$ cat config.mk
export PLATFORM = sky130hd
export DESIGN_NAME = alu_op_sequencer
export DESIGN_NICKNAME = d
export VERILOG_FILES = /design/src/rtl/alu_op_sequencer.sv
export SDC_FILE = /design/constraint.sdc
export NUM_CORES = 1
export LEC_CHECK = 0
export ABC_AREA = 1
export BUFFER_PORTS_ARGS = -buffer_cell sky130_fd_sc_hd__clkbuf_2
export CAP_MARGIN = 30
export CORE_MARGIN = 4
export CORE_UTILIZATION = 54
export CTS_BUF_LIST = sky130_fd_sc_hd__clkbuf_4
export CTS_CLUSTER_SIZE = 8
export DETAILED_ROUTE_END_ITERATION = 8
export GPL_TIMING_DRIVEN = 0
export HOLD_SLACK_MARGIN = 0.1
export PLACE_DENSITY = 0.85
export SETUP_SLACK_MARGIN = 0.5
export SLEW_MARGIN = 40
export SYNTH_ARGS = -nofsm -noshare
export SYNTH_HDL_FRONTEND = slang
export SYNTH_SLANG_ARGS = --single-unit
$ cat constraint.sdc
create_clock -name clk -period 12.8 [get_ports clk]
set_input_delay 1.28 -clock clk [delete_from_list [all_inputs] [get_ports clk]]
set_output_delay 1.28 -clock clk [all_outputs]
set_load 0.005 [all_outputs]
$ cat src/rtl/alu_op_sequencer.sv
// rtl/alu_op_sequencer.sv - one-command-at-a-time driver for the combinational ALU
// Accepts a command, runs the ALU for one cycle, captures into acc and hands the result off.
module alu_op_sequencer #(
  parameter int WIDTH = 32,
  parameter int CNT_W = 16
) (
  input  logic             clk,
  input  logic             rst,
  input  logic             cmd_valid,
  output logic             cmd_ready,
  input  logic [4:0]       cmd_op,
  input  logic [WIDTH-1:0] cmd_a,
  input  logic [WIDTH-1:0] cmd_b,
  input  logic             cmd_acc,
  input  logic             cmd_clr,
  output logic [WIDTH-1:0] alu_a,
  output logic [WIDTH-1:0] alu_b,
  output logic [4:0]       alu_op,
  input  logic [WIDTH-1:0] alu_out,
  output logic             res_valid,
  input  logic             res_ready,
  output logic [WIDTH-1:0] res_data,
  output logic             res_zero,
  output logic             res_err,
  output logic [WIDTH-1:0] acc,
  output logic [CNT_W-1:0] op_count
);

  typedef enum logic [1:0] {IDLE, EXEC, HOLD} state_t;

  state_t           state;
  logic             op_bad;
  logic [WIDTH-1:0] captured;

  // alu_op is only non-NOP during EXEC, so it doubles as the latched opcode there
  always_comb begin
    op_bad   = (alu_op > 5'h06);
    captured = alu_out;
    if (op_bad || alu_op == 5'h00) captured = '0;
  end

  always_ff @(posedge clk or posedge rst) begin
    if (rst) begin
      state     <= IDLE;
      cmd_ready <= 1'b1;
      res_valid <= 1'b0;
      res_data  <= '0;
      res_zero  <= 1'b1;
      res_err   <= 1'b0;
      acc       <= '0;
      op_count  <= '0;
      alu_a     <= '0;
      alu_b     <= '0;
      alu_op    <= 5'h00;
    end else begin
      case (state)
        IDLE: begin
          if (cmd_valid) begin
            alu_op    <= cmd_op;
            alu_b     <= cmd_b;
            alu_a     <= cmd_acc ? (cmd_clr ? '0 : acc) : cmd_a;
            if (cmd_clr) acc <= '0;
            cmd_ready <= 1'b0;
            state     <= EXEC;
          end
        end
        EXEC: begin
          res_data  <= captured;
          res_err   <= op_bad;
          res_zero  <= (captured == '0);
          acc       <= captured;
          res_valid <= 1'b1;
          alu_op    <= 5'h00;
          state     <= HOLD;
        end
        HOLD: begin
          if (res_ready) begin
            res_valid <= 1'b0;
            op_count  <= op_count + CNT_W'(1);
            cmd_ready <= 1'b1;
            state     <= IDLE;
          end
        end
        default: begin
          alu_op    <= 5'h00;
          res_valid <= 1'b0;
          cmd_ready <= 1'b1;
          state     <= IDLE;
        end
      endcase
    end
  end

endmodule

==> metrics.md, run 1 <==
| Metric | Value |
|---|---|
| Sequential area share after synthesis | `60.5%` |
| Clock power frac | `13.7%` |
| Die Wd | `117 µm` |
| Clock-pin slew on the worst setup and hold paths | `120 ps` |
| Mapped cell area | `0.00641 mm²` |
| Post CTS Setup Buffer Count | `0` |
| Mapped Nets | `821` |
| Worst-Skew Late Latency | `550 ps` |
| Post-synthesis cell count | `713` |
| Max-Cap Viols | `0` |
| DRC | `0` |
| HPWL Detailed | `14700 µm` |
| Setup TNS Final | `0 ps` |
| Number of DRC markers in iteration 0 | `572` |
| Total chip power | `1.89 mW` |
| Max H-tree Level | `4` |
| Starting density of the core | `55.7%` |
| Pwr per Cell Area | `230 mW/mm²` |
| Num ports | `260` |
| Row count | `39` |
| Worst Path Arrival | `1230 ps` |
| Yosys warning total | `0` |
| Synth Register Bits | `155` |
| Wirelength, routed | `18800 µm` |
| Synth area leaders | `dfrtp_1 (60%), nand2_1 (17%), o21ai_0 (4.4%), nand3_1 (3.0%), a21oi_1 (2.7%)` |
| Internal Power | `1.12 mW` |
| Tightest Pin Transition | `549 ps` |
| Critical Path RT | `11520 ps` |
| Vias | `5958` |
| Crit-path leading delay family | `flip-flops` |
| Number of antenna diodes | `0` |
| Max stage delay on crit path | `560 ps` |
| Setup Viol. Count Final | `0` |
| Critical-path top delay cell | `dfstp_2` |
| Crit end category | `output pin` |
| Detailed Routing Iterations Pass 1 | `5` |
| Leak | `4.69 nW` |
| Fmax | `0.399 GHz` |
| Net load switching power | `0.770 mW` |
| Routed wire length per instance | `16.4 µm` |
| Endpoints failing hold | `0` |
| Clk sink count | `155` |
| Vias in the first global route | `5591` |
| CP max FO | `2` |
| Clk root buf | `clkbuf_4` |
| RSZ-0062 raised after global routing | `false` |
| Commonest non-fill, non-tap cell in the layout | `nand2_1` |
| CP bufs+invs | `1` |
| Cell taking the most area after synthesis | `dfrtp_1` |
| Sw Share | `40.9%` |
| Reg power frac | `45.5%` |
| Post-CTS Hold Buffers | `0` |
| Area share of the largest cell type after synthesis | `59.7%` |
| Worst min-delay path class | `reg -> reg` |
| Worst-path cell chain | `clkbuf_2` |
| Crit start category | `register` |
| Status | `finished, final reports clean` |
| Die ar. | `0.0137 mm²` |
| Slew headroom | `63.4%` |
| Period utilisation layout | `19.6%` |
| Overall Global Routing Usage | `27.5%` |
| Skew final | `17.6 ps` |
| Core footprint | `0.0115 mm²` |
| Combinational share of power | `40.8%` |
| Layout cells sized above 1 | `32.7%` |
| Grt ovf | `0` |
| Final nets | `1101` |
| Worst setup path class | `reg -> out` |
| Largest net degree at the start of global routing | `56` |
| Initial antenna violation count | `0` |
| First-pass GRT wire length | `28600 µm` |
| Via/cell ratio | `5.19` |
| Final-report max-slew violation count | `0` |
| Post-CTS sizing | `0` |
| Detail Route Antenna Nets | `0` |
| Post-route minimum period | `2510 ps` |
| Total CTS buffers | `17` |
| Synth Area per Inst | `8.99 µm²` |
| Most frequent cells in the layout | `nand2_1 (284), clkbuf_2 (259), dfrtp_1 (153), o21ai_0 (56), nand3_1 (38)` |
| Area growth from synthesis to layout | `27.7%` |
| Post-synth cell types | `29` |
| TritonCTS clock tree | `yes` |
| # port buffers | `259` |
| Die height | `117 µm` |
| Max rail drop VDD | `0.110 mV` |
| Gp weighted congestion | `0.855` |
| Maximum clock insertion buffer count | `2` |
## power groups by stage
stage | Combinational, mW | Sequential (mW) | Clock, mW
detailed placement | 0.775 | 0.863 | 0
global route | 0.868 | 0.885 | 0.283
floorplan | 0.380 | 0.861 | 0
global placement | 0.753 | 0.858 | 0
finish | 0.769 | 0.858 | 0.259
CTS | 0.779 | 0.855 | 0.264
## Yosys cell counts
cell,n
nor2_1,15
inv_1,18
xor2_1,6
o21ai_1,27
nand4_2,1
nor2_4,4
xnor2_1,8
nand3_2,3
o21ai_2,1
o22ai_1,1
nand2_1,284
nand4_1,10
nand2_2,2
ha_1,1
nand3_1,38
mux2_2,1
dfstp_2,2
a21oi_1,34
dfrtp_1,153
buf_4,1
buf_1,1
nor4_1,1
clkbuf_1,20
inv_2,4
buf_6,3
o31ai_1,1
buf_2,11
nor2_2,6
o21ai_0,56
## cell families after synthesis
| kind of cell | share of synthesized area (%) |
|---|---|
| AND/OR/NAND/NOR | 23.7 |
| flip-flops | 60.5 |
| AO/OA/AOI/OAI | 9.48 |
| buffers and inverters | 4.02 |
| XOR/XNOR | 1.91 |
| multiplexers | 0.176 |
| adder cells (fa/ha/maj) | 0.195 |
## stage by stage
stage	worst slack [ps]	util, %	instances	instance area, µm²	hold WS [ps]
floorplan	7350	-	713	6410	457
global placement	5760	68.5	1115	7890	453
detailed placement	10210	69.0	1117	7950	458
CTS	10250	71.1	1149	8190	483
global route	10230	71.1	1149	8190	510
finish	10290	71.1	1149	8190	479
## final timing paths
kind / start / end / slack, ps / cells after the start
setup reg to reg: state[1] / alu_a[7] / 11010 / 6
hold reg to reg: res_zero / res_zero / 480 / 2
hold / removal: res_zero / res_zero / 480 / 2
min in group asynchronous: rst / alu_b[3] / 700 / 2
setup / recovery: cmd_ready / cmd_ready / 10290 / 1
max in group asynchronous: rst / alu_a[13] / 11220 / 4
## flip-flops by register name, indices dropped and copies added, names as in the netlist
signal	flops
acc	32
alu_a	32
alu_b	32
alu_op	5
cmd_ready	1
op_count	16
res_data	32
res_err	1
res_valid	1
res_zero	1
state	2
## area by class of cell
cell class | count | area (µm²)
tap | 143 | 179
clock buffer | 17 | 128
buffer | 36 | 175
clock inverter | 15 | 109
multi-input combinational | 500 | 2270
sequential | 155 | 3880
inverter | 22 | 90.1
fill | 909 | 3330
timing repair buffer | 261 | 1350
## metal layers
metal / part of all wire (%) / global-route usage, %
met1: 42 / 37.4
met2: 47 / 42.8
met3: 7.0 / 6.43
met4: 3.2 / 11.9
met5: 0 / 0
Note: power is estimated with default switching activity, not from simulation.
==> run 2: changes to the inputs <==
CORE_UTILIZATION = 50   (was 54)
PLACE_DENSITY = 0.79   (was 0.85)
clock period = 2.32 ns   (was 12.8 ns; I/O delays follow)
==> run 2 against run 1 <==
  * Sequential power increased to 5.6 times the previous value
  * Die area increased by 7.4%
  * Clock skew decreased by 2.2 ps
  * Power increased to 5.9 times the previous value
  * Global-route usage increased by 3.2 points
  * Hold slack got worse by 300 ps
  * Clock power increased to 6.6 times the previous value
  * Combinational power increased to 6.1 times the previous value
  * Register-to-register slack got worse by 10000 ps
  * Worst setup slack got worse by 9700 ps
  * Sequential share of layout area decreased by 6.6 points
  * Largest power group unchanged
==> metrics.md, run 2 (same netlist as run 1, synthesis figures left out) <==
| Metric | Value |
|---|---|
| Status | `finished, final reports clean` |
| Core footprint | `0.0126 mm²` |
| Final-report max-slew violation count | `0` |
| Worst path depth | `7` |
| Reg2reg path depth | `7` |
| Clock-pin slew on the worst setup and hold paths | `120 ps` |
| Worst-Skew Late Latency | `550 ps` |
| Endpoints failing hold | `0` |
| HPWL Detailed | `14900 µm` |
| Die height | `121 µm` |
| Combinational share of power | `41.7%` |
| Detailed Routing Iterations Pass 1 | `5` |
| Vias | `6802` |
| Clk sink count | `155` |
| Internal Power | `6.62 mW` |
| Via/cell ratio | `5.25` |
| Net load switching power | `4.55 mW` |
| Die Wd | `121 µm` |
| CP endpoint | `acc[23]` |
| Final nets | `1217` |
| Worst min-delay path class | `in -> async` |
| Detail Route Antenna Nets | `0` |
| Most used cell, CP | `nand2_1` |
| Number of DRC markers in iteration 0 | `610` |
| Tightest Pin Transition | `591 ps` |
| CP max FO | `10` |
| Commonest non-fill, non-tap cell in the layout | `nand2_1` |
| Crit-path leading delay family | `simple AND/OR/NAND/NOR gates` |
| Setup TNS Final | `0 ps` |
| # port buffers | `259` |
| Clk root buf | `clkbuf_4` |
| Pwr per Cell Area | `1170 mW/mm²` |
| Slew headroom | `60.6%` |
| Worst Setup SP | `alu_op[1]` |
| Top Layer Used | `met4` |
| Vias in the first global route | `6829` |
| Starting density of the core | `51.0%` |
| Worst-path cell chain | `nand3_2 > nand2_1 > nor2_4 > buf_4 > buf_6 > nand3_1 > nand2_1` |
| Wirelength, routed | `22300 µm` |
| Cells after DPL | `1151` |
| Critical R2R Capture | `acc[23]` |
| Maximum clock insertion buffer count | `2` |
| Largest net degree at the start of global routing | `27` |
| Overall Global Routing Usage | `30.8%` |
| Crit start category | `register` |
| Grt ovf | `0` |
| Skew final | `15.4 ps` |
| Total chip power | `11.2 mW` |
| First-pass GRT wire length | `35000 µm` |
| Fmax | `0.595 GHz` |
| CP bufs+invs | `2` |
| Leak | `5.25 nW` |
| DRC | `0` |
| Max H-tree Level | `4` |
| Max-Cap Viols | `0` |
| Layout cells sized above 1 | `30.9%` |
| Worst Path Arrival | `2170 ps` |
| TritonCTS clock tree | `yes` |
| Period utilisation layout | `72.4%` |
| Critical-path top delay cell | `dfrtp_1` |
| Final cell count without fillers | `1296` |
| Met3 wire length | `1850 µm` |
| Area growth from synthesis to layout | `48.5%` |
| Routed wl met2 | `11000 µm` |
| Gp weighted congestion | `0.851` |
| Most frequent cells in the layout | `nand2_1 (284), clkbuf_2 (265), dfrtp_1 (152), dlygate4sd3_1 (106), o21ai_0 (56)` |
| Clock power frac | `15.3%` |
| Initial antenna violation count | `1` |
| Setup Viol. Count Final | `0` |
| Num ports | `260` |
| Setup slack, reg-to-reg | `640 ps` |
| Crit end category | `register` |
| Critical Path RT | `2800 ps` |
| Total CTS buffers | `17` |
| Wl on met1 | `8540 µm` |
| RSZ-0062 raised after global routing | `false` |
| Die ar. | `0.0147 mm²` |
| Max stage delay on crit path | `450 ps` |
| Sw Share | `40.7%` |
| Row count | `41` |
| Reg power frac | `43.0%` |
| Routed wire length per instance | `17.2 µm` |
| Max rail drop VDD | `0.571 mV` |
| Post-route minimum period | `1680 ps` |
| Worst setup path class | `reg -> reg` |
| FF-to-FF Start | `alu_op[1]` |
## run 2: changes by cell type in the layout (fill, tap and decap cells not counted), moves of 4 or more
cell           before  now
buf_4               1    8
clkbuf_1           20   15
clkbuf_2          259  265
clkinv_2            5    1
dlygate4sd3_1       0  106
## run 2: layout make-up
type | instances | area, µm²
antenna | 2 | 5.00
buffer | 36 | 190
clock buffer | 19 | 143
clock inverter | 13 | 151
fill | 865 | 3050
inverter | 22 | 86.3
multi-input combinational | 500 | 2280
sequential | 155 | 3880
tap | 172 | 215
timing repair buffer | 377 | 2560
## run 2: worst min-delay path, delay by kind of cell
family   cells  cell delay (ps)
buf+inv      3              890
## run 2: timing repair
action,CTS,global route
gates resized for setup,0,19
endpoints found under the hold margin,275,0
setup endpoints to repair,0,126
buffers inserted,0,5
hold buffers,106,0
## run 2: power groups by stage
stage,logic (mW),clock network [mW],registers [mW]
final,4.66,1.70,4.80
after global routing,5.20,1.83,4.93
after CTS,4.49,1.72,4.72
after detailed placement,4.32,0,4.77
after global placement,4.19,0,4.75
after floorplan,2.10,0,4.75
## run 2: worst min-delay path by stage
stage,from,slack [ps],to
after global routing,rst,160,acc[8]
after detailed placement,rst,200,alu_a[14]
after floorplan,cmd_b[0],350,alu_b[0]
after global placement,cmd_b[16],430,alu_b[16]
after CTS,rst,140,acc[8]
final,rst,180,acc[8]
## run 2: per-layer routing
| layer | track usage (%) | up-vias |
|---|---|---|
| met1 | 37.0 | 3217 |
| li1 | - | 3113 |
| met5 | 0 | - |
| met2 | 51.1 | 383 |
| met3 | 8.25 | 89 |
| met4 | 15.8 | 0 |
## run 2: stage by stage
stage / util (%) / hold WS, ps / worst slack, ps / cell area (µm²)
finish: 75.8 / 184 / 639 / 9520
global route: 75.7 / 161 / 516 / 9520
CTS: 75.2 / 141 / 504 / 9450
detailed placement: 64.4 / 203 / 549 / 8100
global placement: 63.1 / 432 / -826 / 7930
floorplan: - / 349 / 131 / 6420
==> run 3: changes to the inputs <==
ABC_AREA = 0   (was 1)
CORE_UTILIZATION = 45   (was 50)
PLACE_DENSITY = 0.75   (was 0.79)
clock period = 1.5 ns   (was 2.32 ns; I/O delays follow)
==> run 3 against run 2 <==
  * Via count grew 4.2%
  * Sequential share of layout area fell by 7.4 points
  * The run now ends with setup timing left
  * Largest cell class is now buffers
  * Sequential power increased by 54%
  * Largest power group is now combinational logic
  * Worst setup slack got worse by 790 ps
  * Clock power increased by 49%
  * Global-route usage up 1.1 points
  * Sequential cell count stayed put
==> metrics.md, run 3 <==
| Metric | Value |
|---|---|
| Grt ovf | `0` |
| Clock-pin slew on the worst setup and hold paths | `130 ps` |
| Final worst slack | `-151 ps` |
| Starting density of the core | `45.9%` |
| Most frequent cells in the layout | `clkbuf_2 (188), buf_4 (158), dfrtp_1 (146), dlygate4sd3_1 (104), buf_2 (67)` |
| CP bufs+invs | `2` |
| Max H-tree Level | `4` |
| Tightest Pin Transition | `476 ps` |
| Mapped Nets | `608` |
| TritonCTS clock tree | `yes` |
| Most frequent cell after synthesis | `dfrtp_1` |
| Largest net degree at the start of global routing | `27` |
| Routed wire length per instance | `22.9 µm` |
| Cell taking the most area after synthesis | `dfrtp_1` |
| Routed wl met2 | `14600 µm` |
| Post-synth cell types | `37` |
| Setup Viol. Count Final | `139` |
| Crit end category | `register` |
| Worst min-delay path class | `in -> reg` |
| Max rail drop VDD | `1.07 mV` |
| Vias in the first global route | `7042` |
| Endpoints failing hold | `0` |
| Vias | `7089` |
| Crit start category | `register` |
| Sequential area share after synthesis | `61.2%` |
| Detailed Routing Iterations Pass 1 | `7` |
| Worst Path Arrival | `2140 ps` |
| EDFF count, synth | `0` |
| Top cells by count, synth | `dfrtp_1 (153), a22o_1 (64), nor2_1 (42)` |
| Row count | `43` |
| Die ar. | `0.0161 mm²` |
| Final nets | `1187` |
| Status | `complete, but fails checks` |
| CP max FO | `8` |
| Synth area leaders | `dfrtp_1 (60%), a22o_1 (8.8%), mux2_2 (5.7%), nand3b_1 (3.8%), nand2b_1 (3.5%)` |
| Fmax | `0.606 GHz` |
| Leak | `5.94 nW` |
| Finished Core Util | `84.4%` |
| Num ports | `260` |
| Crit-path leading delay family | `compound AO/OA/AOI/OAI gates` |
| Critical-path top delay cell | `dfrtp_1` |
| Maximum clock insertion buffer count | `2` |
| RSZ-0062 raised after global routing | `true` |
| Yosys warning total | `0` |
| DRC | `0` |
| Worst setup path class | `reg -> reg` |
| Die height | `127 µm` |
| Failing checks | `setup timing` |
| # port buffers | `258` |
| Worst-path cell chain | `a311oi_2 > o311a_4 > buf_12 > buf_6 > a22o_1` |
| Top Layer Used | `met4` |
| Synth Register Bits | `155` |
| Met3 wire length | `2160 µm` |
| Area growth from synthesis to layout | `84.0%` |
| Wl on met1 | `10300 µm` |
| Period utilisation layout | `110%` |
| Cells after DPL | `944` |
| Worst-Skew Late Latency | `570 ps` |
| Skew final | `15.0 ps` |
| Gp weighted congestion | `0.865` |
| Synth Area per Inst | `12.7 µm²` |
| Slew headroom | `68.3%` |
| Die Wd | `127 µm` |
| Core footprint | `0.0138 mm²` |
| Post-CTS Hold Buffers | `104` |
| Pwr per Cell Area | `1870 mW/mm²` |
| Max-Cap Viols | `0` |
| Number of DRC markers in iteration 0 | `612` |
| Initial antenna violation count | `1` |
| Total CTS buffers | `17` |
| Final-report max-slew violation count | `0` |
| Commonest non-fill, non-tap cell in the layout | `clkbuf_2` |
| First-pass GRT wire length | `39500 µm` |
| HPWL Detailed | `15100 µm` |
| Area share of the largest cell type after synthesis | `60.4%` |
| Via/cell ratio | `5.57` |
| Clk root buf | `clkbuf_4` |
| Overall Global Routing Usage | `31.9%` |
| Mapped cell area | `0.00634 mm²` |
| Critical Path RT | `1990 ps` |
| Post-synthesis cell count | `500` |
| Post-route minimum period | `1650 ps` |
| Synth Flop Type | `dfrtp_1` |
| Post-synth ARST share | `100%` |
| Wirelength, routed | `29100 µm` |
| Clk sink count | `155` |
| Max stage delay on crit path | `420 ps` |
| Layout cells sized above 1 | `53.9%` |
| Final cell count without fillers | `1273` |
| Detail Route Antenna Nets | `0` |
## run 3: cell types whose count changed after synthesis, moves of 15 or more
cell	before	now
o21ai_0	56	3
nand3_1	38	4
inv_1	18	3
o21ai_1	27	1
nor2_1	15	42
mux2_2	1	32
a22o_1	0	64
nand2_1	284	10
a31oi_1	0	32
nand3b_1	0	32
nand2b_1	0	35
a21oi_1	34	1
## run 3: cells by family (layout without fill, tap and decap cells)
kind of cell / after synthesis / count (layout) / synth area share [%]
buffers and inverters: 39 / 631 / 3.16
DFF: 155 / 155 / 61.2
adders and majority gates: 1 / 1 / 0.197
xor gates and xnor gates: 15 / 15 / 2.07
other: 0 / 1 / 0
muxes: 37 / 37 / 6.47
and+or+nand+nor: 147 / 147 / 13.8
AOI/OAI and AO/OA: 106 / 106 / 13.1
## run 3: repair_timing
action | in CTS | in global routing
pin swaps | 35 | 15
setup buffers | 108 | 73
resized for setup | 74 | 104
setup endpoints to repair | 306 | 309
hold endpoints to repair | 226 | 1
gates cloned | 10 | 1
## run 3: final cells by class
type | instances | area [µm²]
Fill cell | 644 | 2160
Buffer | 36 | 399
Inverter | 3 | 15.0
Tap cell | 180 | 225
Sequential cell | 155 | 3890
Clock inverter | 13 | 128
Multi-Input combinational cell | 306 | 2600
Clock buffer | 19 | 143
Antenna cell | 1 | 2.50
Timing Repair Buffer | 560 | 4260
## run 3: report_power, final
group | switching (mW) | total (mW) | internal (mW)
Combinational | 4.92 | 11.9 | 7.00
Clock | 1.53 | 2.53 | 1.00
Sequential | 1.36 | 7.38 | 6.02
## run 3: metrics by stage
stage | setup slack [ps] | TNS [ps] | total power [mW] | hold WS [ps] | cell area (µm²)
4_1_cts | -38.9 | -1690 | 19.5 | 41.3 | 10900
3_5_place_dp | -167 | -13850 | 14.1 | 202 | 8300
5_1_grt | -219 | -18890 | 22.7 | 134 | 11700
3_3_place_gp | -1380 | -220510 | 13.7 | 384 | 8150
2_1_floorplan | -607 | -93180 | 10.8 | 257 | 6640
6_report | -151 | -12910 | 21.8 | 155 | 11700
## run 3: layer usage
metal / global-route usage, % / vias up
met2: 54.4 / 480
li1: - / 2987
met3: 5.64 / 165
met4: 17.6 / 0
met5: 0 / -
met1: 38.3 / 3457
## run 3: final timing paths
check / slack (ps) / depth (start not counted) / end / startpoint
worst max-delay path: -150 / 5 / acc[13] / alu_op[2]
worst min register to register: 530 / 1 / res_data[23] / res_data[23]
min in group asynchronous: 250 / 4 / op_count[9] / rst
worst max register to register: -150 / 5 / acc[13] / alu_op[2]
worst min-delay path: 160 / 5 / cmd_ready / cmd_valid
max in group asynchronous: 750 / 5 / res_zero / rst
## run 3: worst reg2reg max path, cell delays in order, from the launching register on
cell,delay [ps]
dfrtp_1,420
a311oi_2,400
o311a_4,310
buf_12,160
buf_6,130
a22o_1,160
